--- config.mk ---
export PLATFORM = sky130hd
export DESIGN_NAME = sp_writeback_ctrl
export DESIGN_NICKNAME = d
export VERILOG_FILES = /design/src/rtl/sp_writeback_ctrl.sv
export SDC_FILE = /design/constraint.sdc
export NUM_CORES = 1
export LEC_CHECK = 0
export ABC_AREA = 0
export CORE_ASPECT_RATIO = 0.7
export CORE_MARGIN = 2
export CORE_UTILIZATION = 45
export DETAILED_ROUTE_END_ITERATION = 16
export GPL_TIMING_DRIVEN = 0
export PLACE_DENSITY = 0.72
export REMOVE_ABC_BUFFERS = 1
export SYNTH_ARGS = -nofsm -noshare
export SYNTH_HDL_FRONTEND = slang
export SYNTH_SLANG_ARGS = --single-unit
export TNS_END_PERCENT = 50
--- constraint.sdc ---
create_clock -name clk_i -period 4.83 [get_ports clk_i]
set_input_delay 0.483 -clock clk_i [delete_from_list [all_inputs] [get_ports clk_i]]
set_output_delay 0.483 -clock clk_i [all_outputs]
set_load 0.01 [all_outputs]
--- src/rtl/sp_writeback_ctrl.sv ---
// sp_writeback_ctrl
// Write-back sequencer between the matrix-multiply datapath and the scratchpad.
// Latches one result matrix on start and writes it element by element into the
// selected SP target. In accumulate mode each element is first read from the
// bias target, added (signed, wrapping) to the result element, and the sum is
// written back. Overflow of any such add is recorded in a sticky flag.
//
// Ports:
//   clk_i, rst_ni        clock, asynchronous active-low reset
//   start_i              request, sampled only while idle
//   mode_i               0 = overwrite, 1 = accumulate with bias
//   write_target_i       destination SP target (latched at start)
//   bias_target_i        bias SP target (latched at start)
//   res_data_i           flattened result matrix, element k at [k*BUS_WIDTH +: BUS_WIDTH]
//   sp_rdata_i           combinational SP read data
//   sp_we_o / sp_addr_o / sp_wtarget_o / sp_rtarget_o / sp_wdata_o   SP controls
//   busy_o               high while not idle
//   done_o               one-cycle completion pulse
//   overflow_o           sticky signed-add overflow, cleared by the next start
module sp_writeback_ctrl #(
    parameter  int DATA_WIDTH = 32,
    parameter  int BUS_WIDTH  = 64,
    localparam int MAX_DIM    = BUS_WIDTH / DATA_WIDTH,
    localparam int N          = MAX_DIM * MAX_DIM,
    localparam int AW         = 2 * $clog2(MAX_DIM)
) (
    input  logic                   clk_i,
    input  logic                   rst_ni,
    input  logic                   start_i,
    input  logic                   mode_i,
    input  logic [1:0]             write_target_i,
    input  logic [1:0]             bias_target_i,
    input  logic [N*BUS_WIDTH-1:0] res_data_i,
    input  logic [BUS_WIDTH-1:0]   sp_rdata_i,
    output logic                   sp_we_o,
    output logic [AW-1:0]          sp_addr_o,
    output logic [1:0]             sp_wtarget_o,
    output logic [1:0]             sp_rtarget_o,
    output logic [BUS_WIDTH-1:0]   sp_wdata_o,
    output logic                   busy_o,
    output logic                   done_o,
    output logic                   overflow_o
);

    typedef enum logic [1:0] {
        S_IDLE,
        S_RD,
        S_WR,
        S_DONE
    } state_e;

    state_e               state_q, state_d;
    logic [AW-1:0]        idx_q, idx_d;
    logic                 mode_q, mode_d;
    logic [1:0]           wtgt_q, wtgt_d;
    logic [1:0]           btgt_q, btgt_d;
    logic [BUS_WIDTH-1:0] elem_q [N];
    logic [BUS_WIDTH-1:0] elem_d [N];
    logic [BUS_WIDTH-1:0] sum_q, sum_d;
    logic                 ovf_q, ovf_d;

    logic [BUS_WIDTH-1:0] cur_elem;
    logic [BUS_WIDTH-1:0] add_res;
    logic                 add_ovf;

    assign cur_elem = elem_q[idx_q];
    assign add_res  = sp_rdata_i + cur_elem;
    // Signed overflow: operands agree in sign, result does not.
    assign add_ovf  = (sp_rdata_i[BUS_WIDTH-1] == cur_elem[BUS_WIDTH-1]) &&
                      (add_res[BUS_WIDTH-1] != sp_rdata_i[BUS_WIDTH-1]);

    always_comb begin
        state_d = state_q;
        idx_d   = idx_q;
        mode_d  = mode_q;
        wtgt_d  = wtgt_q;
        btgt_d  = btgt_q;
        elem_d  = elem_q;
        sum_d   = sum_q;
        ovf_d   = ovf_q;
        unique case (state_q)
            S_IDLE: begin
                if (start_i) begin
                    mode_d = mode_i;
                    wtgt_d = write_target_i;
                    btgt_d = bias_target_i;
                    idx_d  = '0;
                    ovf_d  = 1'b0;
                    for (int unsigned k = 0; k < N; k++) begin
                        elem_d[k] = res_data_i[k*BUS_WIDTH +: BUS_WIDTH];
                    end
                    state_d = mode_i ? S_RD : S_WR;
                end
            end
            S_RD: begin
                sum_d = add_res;
                if (add_ovf) begin
                    ovf_d = 1'b1;
                end
                state_d = S_WR;
            end
            S_WR: begin
                if (idx_q == AW'(N - 1)) begin
                    state_d = S_DONE;
                end else begin
                    idx_d   = idx_q + 1'b1;
                    state_d = mode_q ? S_RD : S_WR;
                end
            end
            S_DONE: begin
                state_d = S_IDLE;
            end
            default: begin
                state_d = S_IDLE;
            end
        endcase
    end

    always_ff @(posedge clk_i or negedge rst_ni) begin
        if (!rst_ni) begin
            state_q <= S_IDLE;
            idx_q   <= '0;
            mode_q  <= 1'b0;
            wtgt_q  <= '0;
            btgt_q  <= '0;
            sum_q   <= '0;
            ovf_q   <= 1'b0;
            for (int unsigned k = 0; k < N; k++) begin
                elem_q[k] <= '0;
            end
        end else begin
            state_q <= state_d;
            idx_q   <= idx_d;
            mode_q  <= mode_d;
            wtgt_q  <= wtgt_d;
            btgt_q  <= btgt_d;
            sum_q   <= sum_d;
            ovf_q   <= ovf_d;
            elem_q  <= elem_d;
        end
    end

    // All outputs are decoded directly from flops, so they clear the moment
    // reset asserts.
    assign sp_we_o      = (state_q == S_WR);
    assign sp_addr_o    = idx_q;
    assign sp_wtarget_o = wtgt_q;
    assign sp_rtarget_o = btgt_q;
    assign sp_wdata_o   = sp_we_o ? (mode_q ? sum_q : cur_elem) : '0;
    assign busy_o       = (state_q != S_IDLE);
    assign done_o       = (state_q == S_DONE);
    assign overflow_o   = ovf_q;

endmodule
==> impl_metrics.py, run 1 <==
metrics = {
    "run_status": {
        "status": "completed",
    },
    "power_and_ir_drop": {
        "irDropWorstVdd_mv": 0.379,
        "power-per-cell-area_nw_per_um2": 756,
        "p_leak_nw": 11.5,
        "total_power_mw": 18.4,
    },
    "logic_synthesis": {
        "synth_cell_types": 77,
        "async_reset_ff_frac": 1.00,
        "synth_top_area_frac": 0.446,
        "synth_area_leaders": "dfrtp_1 (45%), nand2_1 (18%), mux4_2 (7.8%)",
        "synthCells": 2114,
        "synth-seq-area-share": 0.446,
        "synth_flop_cell": "dfrtp_1",
        "yosys_warnings": 0,
        "ys_seq_elements": 330,
        "netlist_area_sq_um": 18500,
        "syn_avg_cell_area_sq_um": 8.75,
        "yosysTopAreaCell": "dfrtp_1",
        "synth-edff-count": 0,
    },
    "setup_path": {
        "start_kind": "flop",
        "cp_top_family": "simple AND/OR/NAND/NOR gates",
        "critPathRequiredTime_ps": 5270,
        "crit_top_cell": "o211ai_1",
        "crit_path_max_fanout": 39,
        "rr_worst_depth": 13,
        "slowest_delay_ps": 670,
        "r2r-end": "sum_q[61]",
        "cp.depth": 13,
        "critPathBufInv": 1,
        "worstPathCellList": "buf_16, mux4_2, ha_1, nand2_1, nor3_1, nand4_1, a311o_1, o211ai_1, o311ai_1, a31oi_1, nor3b_1, or4_1, o211ai_1",
        "critPathSlowestCell": "dfrtp_4",
        "timing.rr.start": "sp_addr_o[1]",
        "crit_arrival_ps": 5010,
        "criticalPathCategory": "reg2reg",
        "critPathCaptureType": "flop",
        "setup.worst_path.end": "sum_q[61]",
        "rrSetupSlack_ps": 260,
        "crit_path_start": "sp_addr_o[1]",
    },
    "global_route": {
        "grt_pass1_wl_um": 88100,
        "antenna_found_initial": 9,
        "grtUsageMet3": 0.0628,
        "track_usage": 0.260,
        "top_usage_layer": "met2",
        "use_met2": 0.393,
        "grt_max_degree": 110,
        "grt-ovfl-total": 0,
        "grtUsageMet1": 0.375,
        "grt_pass1_vias": 16200,
    },
    "timing": {
        "timing.fmax_mhz": 219,
        "tightestPinTransition_ps": 1070,
        "slew_viol_final": 0,
        "fin_crit_ps": 4570,
        "hold_viol_final": 0,
        "setup_tns_ps": 0,
        "relSlewSlack": 0.284,
        "timing.hold.ws_ps": 463,
        "fin_crit_sh": 0.946,
        "setup_slack_ps": 261,
        "finalSetupViolCount": 0,
        "rsz0062_at_grt": "false",
        "clock_skew_ps": 25.5,
    },
    "detailed_routing": {
        "drt-pass1-iter-count": 5,
        "routed_wl_um": 55800,
        "postRouteAntennaNets": 0,
        "drc": 0,
        "wl_per_cell_um": 18.4,
        "vias_per_cell": 5.37,
        "routed-via-count": 16200,
        "drt-initial-drc-count": 1156,
    },
    "place": {
        "dpl-instance-area_sq_um": 23000,
        "finalWeightedCongestion": 0.867,
        "portBuffers": 401,
        "dp_hpwl_um": 40600,
        "pre_cts_slack_ps": -177,
        "dp.cells": 2945,
    },
    "layout": {
        "layout-drive-gt1-share": 0.0712,
        "stdcell_count": 3023,
        "fin_area_sq_um": 24400,
        "fillers": 3574,
        "fin_util": 0.597,
        "final_net_count": 2838,
        "syn2layout_area_growth_pct": 31.8,
    },
    "floorplan": {
        "core_area_sq_um": 40800,
        "ios": 402,
        "die_w_um": 246,
        "die_area_sq_um": 42800,
        "initial_utilization": 0.453,
        "rows": 62,
        "die_h_um": 174,
    },
    "clock_tree": {
        "cts_tree": "yes",
        "cts_buffers": 36,
        "cts_root_buffer": "clkbuf_16",
        "cts.sinks": 330,
        "insertion_delay_ps": 540,
        "htreeDepth": 2,
        "clock_path_buffers": 3,
        "clk_pin_slew_worst_paths_ps": 60,
        "cts_resized": 0,
    },
    "worst_hold_path": {
        "hold_class": "in2async",
    },
    "run": {
        "drv_cap": 0,
    },
}
-- cells in the mapped netlist, drive strengths merged, types with 3 or more instances --
cell type	number
o21ai	98
ha	64
nand2	904
inv	19
xor2	21
nor3b	3
or4	3
a21o	32
a21oi	74
and2	6
buf	25
or2	3
a221oi	5
o21a	14
o221ai	3
mux2i	65
nor3	10
o2111ai	3
clkbuf	100
and4	3
a211oi	8
nand3	18
or3	3
xnor2	38
o31ai	5
nor2b	7
a31oi	7
nand4	23
nor2	96
dfrtp	330
o21bai	12
mux4	64
and3	8
o211ai	9
nand2b	5
-- worst min-delay path by stage --
stage | start | depth (start not counted) | end
final | rst_ni | 2 | elem_q[189]
after global routing | res_data_i[41] | 3 | elem_q[233]
after CTS | res_data_i[234] | 3 | elem_q[42]
after detailed placement | rst_ni | 1 | elem_q[189]
after global placement | elem_q[29] | 2 | elem_q[29]
after floorplan | rst_ni | 0 | elem_q[0]
-- repair_timing --
action | CTS | global route
endpoints found under the hold margin | 54 | 0
hold buffers | 1 | 0
setup buffers | 4 | 1
pin swaps | 0 | 0
cloned | 0 | 0
endpoints found under the setup margin | 5 | 1
-- registers in the layout, indices dropped and copies added (netlist names) --
| name | count |
|---|---|
| sum_q | 64 |
| sp_addr_o | 2 |
| sp_rtarget_o | 2 |
| mode_q | 1 |
| state_q | 2 |
| sp_wtarget_o | 2 |
| overflow_o | 1 |
| elem_q | 256 |
-- where the power goes --
group | total, mW | internal (mW) | switching [mW]
Sequential | 4.86 | 4.09 | 0.766
Clock | 2.90 | 1.72 | 1.18
Combinational | 10.7 | 4.67 | 6.01
-- layer usage --
layer / part of all wire / vias to the layer above / wire length [um]
met3: 0.077 / 66 / 4320
met5: 0.00022 / - / 12
li1: - / 7757 / -
met2: 0.45 / 482 / 25000
met1: 0.46 / 7933 / 25400
met4: 0.019 / 2 / 1050
-- layout by cell type, fill, tap and decap left out, types with 8 or more instances in the layout --
cell type | synthesis | layout
xnor2_1 | 38 | 38
dfrtp_1 | 330 | 327
a21oi_1 | 71 | 71
o21ai_0 | 93 | 93
clkdlybuf4s50_1 | 0 | 400
buf_16 | 0 | 12
o21bai_1 | 12 | 12
inv_1 | 19 | 19
a211oi_1 | 8 | 8
diode_2 | 0 | 8
ha_1 | 64 | 64
nand2_1 | 903 | 901
nand4_1 | 23 | 23
clkbuf_1 | 99 | 8
clkbuf_16 | 0 | 37
a21o_1 | 28 | 28
o211ai_1 | 9 | 9
mux4_2 | 64 | 64
o21a_1 | 13 | 13
nand3_1 | 17 | 17
nor2_1 | 96 | 96
xor2_1 | 21 | 21
mux2i_1 | 65 | 65
-- cells by family (layout without fill, tap and decap cells) --
kind of cell / count (synthesis) / in the layout / share of synthesized area
compound gates: 289 / 289 / 0.0991
xor+xnor: 59 / 59 / 0.0279
fa+ha+maj: 65 / 65 / 0.0444
buf+inv: 146 / 503 / 0.0326
flops: 330 / 330 / 0.446
mux: 129 / 129 / 0.113
other cells: 0 / 8 / 0
simple gates: 1096 / 1096 / 0.236
-- cell type report --
class                      instances  area (sq um)  area share
clock buffer                      51          1040      0.0426
timing repair buffer             420          4450       0.183
clock inverter                    13           184     0.00754
tap                              544           681      0.0279
multi-input combinational       1638          9660       0.396
antenna                            8          20.0    0.000821
sequential                       330          8270       0.339
inverter                          19          71.3     0.00293
Note: power is estimated with default switching activity, not from simulation.
==> run 2, diff against run 1 <==
--- a/config.mk
+++ b/config.mk
@@ -9,6 +9,7 @@
 export CORE_ASPECT_RATIO = 0.7
 export CORE_MARGIN = 2
 export CORE_UTILIZATION = 45
+export CTS_CLUSTER_SIZE = 8
 export DETAILED_ROUTE_END_ITERATION = 16
 export GPL_TIMING_DRIVEN = 0
 export PLACE_DENSITY = 0.72
==> run 2 against run 1 <==
  * Count of clock-buffer cells in the layout grew 1
  * Clock power about the same
  * Power rose by 0.38%
  * Critical path depth grew 1
  * Design area about the same
  * Cell count shrank 0.36%
  * Routed wire length increased by 0.81%
  * Global-route usage grew 0.066 points
  * First-iteration DRC count shrank 1.3%
  * Sequential power is essentially flat
  * Critical endpoint is now sum_q[63]
==> impl_metrics.py, run 2 (synthesized netlist as in run 1, its figures left out) <==
metrics = {
    "floorplan": {
        "ios": 402,
        "die_h_um": 174,
        "die_area_sq_um": 42800,
        "die_w_um": 246,
        "core_area_sq_um": 40800,
        "rows": 62,
        "initial_utilization": 0.453,
    },
    "power_and_ir_drop": {
        "power_frac_clock": 0.158,
        "irDropWorstVdd_mv": 0.389,
        "p_sw_mw": 7.96,
        "internal-power_mw": 10.5,
        "power_frac_comb": 0.578,
        "p_leak_nw": 11.5,
        "sw_frac_of_total": 0.430,
        "seq_power_share": 0.263,
        "power-per-cell-area_nw_per_um2": 758,
    },
    "global_route": {
        "track_usage": 0.260,
        "grt-ovfl-total": 0,
        "grt_pass1_wl_um": 88400,
        "grt_pass1_vias": 16200,
        "antenna_found_initial": 9,
        "grt_max_degree": 110,
    },
    "setup_path": {
        "crit_arrival_ps": 4990,
        "slowest_delay_ps": 560,
        "start_kind": "flop",
        "critPathRequiredTime_ps": 5240,
        "timing.rr.start": "sp_addr_o[0]",
        "rr_worst_depth": 14,
        "rrSetupSlack_ps": 240,
        "setup.worst_path.end": "sum_q[63]",
        "worstPathCellList": "buf_12, buf_4, mux4_2, ha_1, a21o_1, a31o_1, o2111ai_1, a311oi_2, o41ai_2, a31oi_2, a221oi_2, o21a_2, xnor2_1, o21ai_1",
        "critPathSlowestCell": "mux4_2",
        "crit_path_max_fanout": 7,
        "criticalPathCategory": "reg2reg",
        "r2r-end": "sum_q[63]",
        "crit_path_start": "sp_addr_o[0]",
        "critPathCaptureType": "flop",
    },
    "layout": {
        "largest_register": "elem_q",
        "final_net_count": 2849,
        "fin_area_sq_um": 24400,
        "syn2layout_area_growth_pct": 31.9,
        "largest_reg_flops": 256,
        "final_cell_mix": "nand2_1 (901), clkdlybuf4s50_1 (400), dfrtp_1 (327)",
        "layout_commonest_cell": "nand2_1",
        "fillers": 3548,
        "stdcell_count": 3012,
        "layout-drive-gt1-share": 0.0691,
        "top_regs": "elem_q: 256 flops, sum_q: 64 flops",
    },
    "worst_hold_path": {
        "hold_class": "in2async",
    },
    "timing": {
        "fin_crit_ps": 4590,
        "finalSetupViolCount": 0,
        "tightestPinTransition_ps": 1160,
        "fin_crit_sh": 0.950,
        "timing.fmax_mhz": 218,
        "hold_viol_final": 0,
        "relSlewSlack": 0.227,
        "setup_tns_ps": 0,
        "rsz0062_at_grt": "false",
        "slew_viol_final": 0,
        "clock_skew_ps": 10.3,
    },
    "place": {
        "dp.cells": 2945,
        "finalWeightedCongestion": 0.867,
        "dpl-instance-area_sq_um": 23000,
        "dp_hpwl_um": 40600,
        "portBuffers": 401,
    },
    "clock_tree": {
        "cts_resized": 0,
        "clk_pin_slew_worst_paths_ps": 50,
        "insertion_delay_ps": 540,
        "cts_buffers": 47,
        "cts.sinks": 330,
        "clock_path_buffers": 3,
        "htreeDepth": 2,
        "cts_tree": "yes",
        "cts_root_buffer": "clkbuf_16",
    },
    "run": {
        "drv_cap": 0,
    },
    "detailed_routing": {
        "drt-pass1-iter-count": 5,
        "routed_wl_um": 56200,
        "routed-via-count": 16300,
        "drc": 0,
        "drt-initial-drc-count": 1141,
        "wl_per_cell_um": 18.7,
        "postRouteAntennaNets": 0,
        "vias_per_cell": 5.42,
    },
    "run_status": {
        "status": "completed",
    },
}
run 2: cell count changes in the layout (fill, tap and decap cells not counted):
cell        delta
clkinvlp_4     +1
clkinv_2       -4
clkbuf_8       -6
clkbuf_1       -5
clkbuf_16     +12
bufinv_16      -4
inv_6          -2
clkinv_4       -3
run 2: what timing repair did:
item	4_1_cts	5_1_grt
setup endpoints to repair	7	1
buffers inserted	4	1
hold endpoints to repair	54	0
hold buffers	1	0
run 2: worst min-delay path by stage:
| stage | from | to | cells after the start |
|---|---|---|---|
| floorplan | rst_ni | elem_q[0] | 0 |
| global placement | elem_q[29] | elem_q[29] | 2 |
| detailed placement | rst_ni | elem_q[189] | 1 |
| CTS | res_data_i[164] | elem_q[100] | 3 |
| global route | res_data_i[41] | elem_q[233] | 3 |
| finish | rst_ni | elem_q[189] | 2 |
run 2: final cells by class:
| type | instances | area, sq um | share of cell area |
|---|---|---|---|
| flip-flops and latches | 330 | 8270 | 0.339 |
| clock buffers | 52 | 1240 | 0.0507 |
| well taps | 544 | 681 | 0.0279 |
| multi-input cells | 1638 | 9660 | 0.396 |
| diodes | 8 | 20.0 | 0.000820 |
| inverters | 19 | 71.3 | 0.00292 |
| repair buffers | 420 | 4450 | 0.183 |
| clock inverters | 1 | 7.51 | 0.000308 |
run 2: worst max-delay path: cells and delay by family, from the launching register on:
| family | cells | cell delay, ps |
|---|---|---|
| AOI/OAI and AO/OA | 9 | 2560 |
| xor gates and xnor gates | 1 | 120 |
| buffers and inverters | 2 | 380 |
| adders and majority gates | 1 | 360 |
| muxes | 1 | 560 |
| DFF | 1 | 450 |
run 2: power by group through the flow:
stage          Sequential, mW  Combinational, mW  Clock [mW]
6_report                 4.88               10.7        2.93
5_1_grt                  5.04               11.8        3.12
4_1_cts                  4.89               10.6        3.00
3_5_place_dp             4.98               10.4           0
3_3_place_gp             5.16               10.3           0
2_1_floorplan            4.85               7.24           0
run 2: per-layer routing:
metal,part of all wire,vias up,GRT usage
met1,0.46,7953,0.377
met5,0.00023,-,0
met3,0.075,75,0.0605
met4,0.021,2,0.0587
li1,-,7760,-
met2,0.45,526,0.399
run 2: through the flow:
stage / setup WS [ps] / utilization / hold WS (ps) / total power [mW]
6_report: 243 / 0.598 / 452 / 18.5
5_1_grt: 42.1 / 0.598 / 453 / 19.9
3_5_place_dp: -177 / 0.565 / 454 / 15.3
2_1_floorplan: -1160 / - / 187 / 12.1
3_3_place_gp: -11190 / 0.555 / 452 / 15.5
4_1_cts: 176 / 0.597 / 438 / 18.5
==> run 3, diff against run 2 <==
==> constraint.sdc (replaced) <==
create_clock -name clk_i -period 4.83 [get_ports clk_i]
set_input_delay 0.483 -clock clk_i [delete_from_list [all_inputs] [get_ports clk_i]]
set_output_delay 0.483 -clock clk_i [all_outputs]
set_load 0.005 [all_outputs]
==> results of run 3 <==
The final DEF is identical to that of run 2. Status: completed.
Main changes from that run: total power 18.5 mW -> 18.4 mW
